[src/rtl/pc_sequencer.sv]
// pc_sequencer: program-counter sequencer for the MIPS single-cycle core.
// Owns the PC, selects the next PC, stalls on instruction-memory readiness,
// and injects interrupt / illegal-opcode traps with a return address for $26.
module pc_sequencer #(
    parameter logic [31:0] RESET_VEC = 32'h8000_0000,
    parameter logic [31:0] IRQ_VEC   = 32'h8000_0004,
    parameter logic [31:0] EXC_VEC   = 32'h8000_0008
) (
    input  logic        clk,
    input  logic        reset,
    input  logic        imem_ready,
    input  logic [1:0]  PCSrc,
    input  logic        branch_taken,
    input  logic [31:0] ConBA,
    input  logic [25:0] JT,
    input  logic [31:0] jr_addr,
    input  logic        illop,
    input  logic        irq,
    output logic [31:0] PC,
    output logic [31:0] PCplus4,
    output logic        commit,
    output logic        trap_we,
    output logic [31:0] trap_epc,
    output logic        kernel
);

    typedef enum logic [1:0] {
        ST_BOOT  = 2'd0,
        ST_FETCH = 2'd1,
        ST_TRAP  = 2'd2
    } state_t;

    state_t      r_state;
    state_t      w_state_nxt;
    logic [31:0] r_pc;
    logic [31:0] w_pc_nxt;
    logic [31:0] r_trap_epc;
    logic [31:0] w_epc_nxt;
    logic [31:0] w_pc_plus4;
    logic [31:0] w_target;
    logic        r_irq_pend;
    logic        w_irq_pend_nxt;
    logic        r_trap_we;
    logic        w_trap_we_nxt;
    logic        w_commit;
    logic        w_take_irq;

    // Sequential increment; bit 31 (kernel bit) is never carried into.
    always_comb begin
        w_pc_plus4 = {r_pc[31], r_pc[30:0] + 31'd4};
    end

    // Next-PC selection for a committing instruction; JR may drop but never gain the kernel bit.
    always_comb begin
        w_target = w_pc_plus4;
        case (PCSrc)
            2'd0:    w_target = w_pc_plus4;
            2'd1:    w_target = branch_taken ? ConBA : w_pc_plus4;
            2'd2:    w_target = {w_pc_plus4[31:28], JT, 2'b00};
            2'd3:    w_target = {r_pc[31] & jr_addr[31], jr_addr[30:0]};
            default: w_target = w_pc_plus4;
        endcase
    end

    // Next-state, trap entry and commit decision; illop outranks a pending interrupt.
    always_comb begin
        w_state_nxt   = r_state;
        w_pc_nxt      = r_pc;
        w_epc_nxt     = r_trap_epc;
        w_trap_we_nxt = 1'b0;
        w_commit      = 1'b0;
        w_take_irq    = 1'b0;
        case (r_state)
            ST_BOOT: begin
                w_state_nxt = ST_FETCH;
            end
            ST_FETCH: begin
                if (imem_ready) begin
                    if (illop) begin
                        w_pc_nxt      = EXC_VEC;
                        w_epc_nxt     = w_pc_plus4;
                        w_trap_we_nxt = 1'b1;
                        w_state_nxt   = ST_TRAP;
                    end else if (r_irq_pend && !r_pc[31]) begin
                        // Interrupted instruction has not retired, so it re-executes on return.
                        w_pc_nxt      = IRQ_VEC;
                        w_epc_nxt     = r_pc;
                        w_trap_we_nxt = 1'b1;
                        w_take_irq    = 1'b1;
                        w_state_nxt   = ST_TRAP;
                    end else begin
                        w_commit = 1'b1;
                        w_pc_nxt = w_target;
                    end
                end else begin
                    w_state_nxt = ST_FETCH;
                end
            end
            ST_TRAP: begin
                w_state_nxt = ST_FETCH;
            end
            default: begin
                w_state_nxt = ST_BOOT;
            end
        endcase
        // A new request in the same cycle as the take keeps the flag set.
        w_irq_pend_nxt = irq | (r_irq_pend & ~w_take_irq);
    end

    // Architectural state register with synchronous reset overriding everything.
    always_ff @(posedge clk) begin
        if (reset) begin
            r_state    <= ST_BOOT;
            r_pc       <= RESET_VEC;
            r_irq_pend <= 1'b0;
            r_trap_we  <= 1'b0;
            r_trap_epc <= 32'h0000_0000;
        end else begin
            r_state    <= w_state_nxt;
            r_pc       <= w_pc_nxt;
            r_irq_pend <= w_irq_pend_nxt;
            r_trap_we  <= w_trap_we_nxt;
            r_trap_epc <= w_epc_nxt;
        end
    end

    assign PC       = r_pc;
    assign PCplus4  = w_pc_plus4;
    assign commit   = w_commit & ~reset;
    assign trap_we  = r_trap_we;
    assign trap_epc = r_trap_epc;
    assign kernel   = r_pc[31];

endmodule

[config.mk]
export PLATFORM = sky130hd
export DESIGN_NAME = pc_sequencer
export DESIGN_NICKNAME = d
export VERILOG_FILES = /design/src/rtl/pc_sequencer.sv
export SDC_FILE = /design/constraint.sdc
export NUM_CORES = 1
export LEC_CHECK = 0
export ABC_CLOCK_PERIOD_IN_PS = 1800
export BUFFER_PORTS_ARGS = -buffer_cell sky130_fd_sc_hd__buf_2
export CAP_MARGIN = 10
export CORE_AREA = 8 8 111 113
export DETAILED_ROUTE_END_ITERATION = 8
export DIE_AREA = 0 0 119 121
export PLACE_DENSITY = 0.77
export SETUP_SLACK_MARGIN = 0.2
export SLEW_MARGIN = 20
export SYNTH_ARGS = -nofsm -noshare
export SYNTH_HDL_FRONTEND = slang
export SYNTH_SLANG_ARGS = --single-unit
[constraint.sdc]
create_clock -name clk -period 1.8 [get_ports clk]
set_input_delay 0.18 -clock clk [delete_from_list [all_inputs] [get_ports clk]]
set_output_delay 0.18 -clock clk [all_outputs]
set_load 0.02 [all_outputs]
==> results by stage <==
Timing:
- For this run, the top clock speed supported by timing is between 400 and 500 MHz.
- The final critical path takes up 125.6% of the cycle.
- After layout, the minimum clock period comes to 2260 ps.
- The post-layout worst setup margin is -460.2 ps.
- Clock skew on the completed layout was measured at 15.75 ps.
- Setup repair after global routing could not meet its margin everywhere.
- After routing, the total negative slack on setup checks comes to -9115 ps.
- The worst hold slack is about 47 ps.
- For the pin with the worst max-slew slack, the measured transition is 654.8 ps.
- In this run the tightest slew margin relative to its limit is ~56%.
- The number of slew-limit violations in the final report is 0.
- Setup violations remaining at the end of the flow were counted as 49.
- The number of failing hold endpoints at the final stage is 0.

Critical path:
- The highest net fanout along the worst path is 7.
- The kind of end point of the critical path is an output port.
- Counting buffers and inverters, the worst setup path is 7 cells deep.
- For the worst setup path, the data arrival time is approximately 2100 ps.
- The data required time of the worst path is 1620 ps.
- Walking the worst path, the cells encountered are buf_8, nand4_4, nor4_4, nand4_1, buf_4, xnor2_2, buf_4.
- The slack of the worst reg-to-reg path is -270 ps.
- The critical path startpoint category is a flop.
- Following the worst setup path forward leads to its endpoint at PCplus4[24].
- The setup path with the least slack is of type flop to output port.
- Among the stages of the critical path, the cell type that occurs most often is buf_4.
- Counting both buffers and inverters, the worst setup path holds a total of 3.
- In this design, the largest share of critical-path delay is due to simple AND/OR/NAND/NOR gates.
- The most critical setup path has its startpoint at PC[14]$_SDFFE_PP0P_.
- The peak per-stage delay on the critical path is 360 ps.
- The cell with the biggest individual delay on the critical path is dfxtp_4.
- The worst register-to-register path ends at PC[27]$_SDFFE_PP0P_.
- The startpoint identified for the worst register-to-register timing path is PC[14]$_SDFFE_PP0P_.
- The logic depth of the worst register-to-register path is 7.

Synthesis:
- The number of cells produced by synthesis is about 570.
- The synthesized design contains 68 register bits.
- The number of nets in the synthesized netlist is around 680.
- The synthesized area per cell is 7.905 um^2.
- The commonest cells after synthesis are dfxtp_1, o21ai_0, nor2_1, clkbuf_1, nand2_1.
- After synthesis, the largest area contributor takes up between 30 and 40% of total cell area.
- Ranked by total cell area, the synthesized netlist is headed by dfxtp_1, xor2_1, o21ai_0.
- The cell taking the most area after synthesis is dfxtp_1.
- During synthesis, Yosys emitted a total of 0 warnings.
- The number of enable-type register cells in the synthesized netlist is 0.
- The cell area after synthesis is 4522 um^2.
- The fraction of registers with async set or reset after synthesis is 0%.
- Among all flip-flop cells after synthesis, the most frequent one is dfxtp_1.
- The count of distinct cell types in the synthesized netlist is 64.
- The dominant cell by count in the synthesized netlist is dfxtp_1.
- The sequential cell area fraction in the yosys report is 30.11%.

Status:
- The flow ran to the end, but the final reports show violations.
- The checks that failed: setup timing.

Global routing:
- The number of antenna violations at the first check in global routing is 0.
- The maximum number of pins on one net before global-route repair is 53.
- The total routing usage reported by global routing is between 30% and 40%.
- The remaining global-route overflow is 0.
- In the global route stage, met3 resource usage came out at 5.770%.
- The number of global-route vias before repair is between 6000 and 7000.
- The first-pass GRT wire length is between 30000 and 40000 um.
- For met2 alone, demand over resource in global routing was between 50% and 60%.
- In this run the most used layer during global routing was met2.
- For met1 alone, demand over resource in global routing was a little under two fifths.

Floorplanning:
- The overall die area is roughly 14000 um^2.
- The floorplan step set the die width to roughly 120 um.
- For this design the top-level I/O count stands at approximately 200.
- The effective utilization at floorplan is between 40% and 50%.
- The chip height is 121 um.
- The number of rows created at floorplan is 38.
- The area inside the core boundary is ~11000 um^2.

Clock tree:
- The clock tree from TritonCTS is yes.
- The total number of clock tree sinks is 68.
- The clock insertion delay at the later pin of the skew report is about 360 ps.
- The clock transition at the registers of the reported paths is about 80 ps.
- The level count of the clock H-tree is 3.
- The maximum buffer depth of the clock tree is 2.
- TritonCTS created 9 clock buffers.
- The tree is rooted in a clkbuf_8.

Detailed routing:
- Once detail routing completed, the nets flagged for antenna violations numbered 0.
- The total wire length after detailed routing is between 20000 and 30000 um.
- In this run, the number of DRC markers left after iteration 0 of detailed routing was between 800 and 900.
- The vias after detailed routing is approximately 6700.
- For this run, the detailed router's first-pass iteration total came to 8.
- After detailed routing, the number of remaining DRC violations is 0.
- Dividing the detail-routed wire length by the instance count gives about 23 um.
- The average vias per placed instance is between 6 and 7.

Finish:
- Across the whole layout, storage elements account for approximately 1400 um^2.
- The layout has roughly 570 filler cells.
- The repair_antennas step left the layout with diodes totalling 0.
- Cells with a size suffix above 1 make up between 60% and 70% of the layout.
- After the last flow step, the layout net total stands at 1047.
- After routing the design area is 9012 um^2.
- The area growth from synthesis to layout is 99.31%.
- In the final layout, the multi-input gates occupy around 3800 um^2.

Place:
- Detailed placement ended at an HPWL of around 16000 um.
- The cell area after placement is around 6700 um^2.
- The congestion estimate from routability-driven global placement came to 0.9016.
- The count of input and output buffers is a little under 200.
- OpenSTA, run right after detailed placement, puts the worst setup slack at -109.0 ps.

Pwr:
- Of the total power, the share spent switching nets is a little under a third.
- The worst-case IR drop observed on VDD is ~360 uV.
- Combinational cells account for approximately a quarter of the total power.
- The internal power contribution is 0.002763 W.
- Sequential cells account for roughly two fifths of the total power.
- Of the total power, the clock network draws 36.6%.
- For this design the ratio of total power to cell area is approximately 440 nW/um^2.
- The analysis attributes to cell leakage a power of 4.307 nW.
- The total net switching power is about 0.0012 W.
- The design draws 0.003960 W.

Hold path:
- The class of the most critical hold timing path is input port to flop.

Run:
- The total of max-cap violations is 0.
cells in the final DEF, fill, tap and decap left out, types with 8 or more instances in the layout:
| cell type | instances |
|---|---|
| buf_2 | 168 |
| buf_4 | 146 |
| buf_6 | 92 |
| dfxtp_1 | 41 |
| nor2_1 | 33 |
| a21oi_1 | 32 |
| o21ai_0 | 27 |
| nand2_1 | 26 |
| a222oi_1 | 22 |
| nand4_1 | 20 |
| xnor2_2 | 15 |
| o21ai_1 | 15 |
| dfxtp_4 | 14 |
| xor2_1 | 14 |
| dfxtp_2 | 13 |
| nor2_4 | 11 |
| clkbuf_8 | 11 |
| nor4_4 | 10 |
| xor2_2 | 10 |
| nand3_1 | 10 |
| xnor2_1 | 9 |
| buf_12 | 9 |
| nand2_4 | 8 |
| inv_1 | 8 |
| buf_8 | 8 |
cell type report:
| class | count | share of cell area (%) |
|---|---|---|
| Inverter | 10 | 0.4165 |
| Clock inverter | 4 | 0.5831 |
| Timing Repair Buffer | 426 | 37.18 |
| Sequential cell | 68 | 15.87 |
| Clock buffer | 12 | 1.958 |
| Tap cell | 140 | 1.944 |
| Multi-Input combinational cell | 428 | 42.05 |
worst min path at each step:
| stage | slack (ps) | from | endpoint | depth (start not counted) |
|---|---|---|---|---|
| floorplan | 300 | irq | r_irq_pend$_SDFF_PP0_ | 2 |
| global placement | 390 | irq | r_irq_pend$_SDFF_PP0_ | 3 |
| detailed placement | 410 | irq | r_irq_pend$_SDFF_PP0_ | 3 |
| CTS | 40 | irq | r_irq_pend$_SDFF_PP0_ | 3 |
| global route | 80 | irq | r_irq_pend$_SDFF_PP0_ | 3 |
| finish | 50 | irq | r_irq_pend$_SDFF_PP0_ | 3 |
state kept, by name, summed over array words and instances, names as in the netlist:
register,flops
r_irq_pend,1
r_state,2
trap_we,1
trap_epc,32
PC,32
metal layers:
layer  vias to the layer above  part of all wire [%]
met5                         -                     0
met1                      3171                    39
met2                       521                    48
li1                       2868                     -
met3                        91                   8.8
met4                         0                   4.5
through the flow:
stage                     std cells  utilization [%]
final                          1088            85.00
after global routing           1088            85.00
after CTS                      1038            77.12
after detailed placement        965            62.73
after global placement          965            62.73
after floorplan                 572                -
cell families after synthesis:
| logic type | after synthesis | synth area share, % |
|---|---|---|
| and+or+nand+nor | 193 | 23.46 |
| AOI/OAI and AO/OA | 171 | 25.76 |
| buffers and inverters | 76 | 7.665 |
| muxes | 4 | 0.8855 |
| DFF | 68 | 30.11 |
| adders and majority gates | 6 | 1.660 |
| xor gates and xnor gates | 54 | 10.46 |
tightest hold or removal path: cells and delay by family:
| kind | cells | cell delay (ps) |
|---|---|---|
| AOI/OAI and AO/OA | 1 | 30 |
| buffers and inverters | 1 | 80 |
| and+or+nand+nor | 1 | 80 |
timing repair:
action | 4_1_cts | 5_1_grt
setup buffers | 55 | 49
hold buffers | 0 | 0
endpoints found under the setup margin | 71 | 85
resized for setup | 207 | 103
pin swaps | 65 | 85
gates cloned | 2 | 1
power by group through the flow:
stage / Clock [W] / Combinational (W) / Sequential (W)
5_1_grt: 0.00151 / 0.000986 / 0.00158
3_5_place_dp: 0 / 0.000760 / 0.00161
4_1_cts: 0.00145 / 0.000841 / 0.00157
3_3_place_gp: 0 / 0.000751 / 0.00160
2_1_floorplan: 0 / 0.000334 / 0.00167
6_report: 0.00145 / 0.000935 / 0.00158
Power figures use the tool's default switching activity.
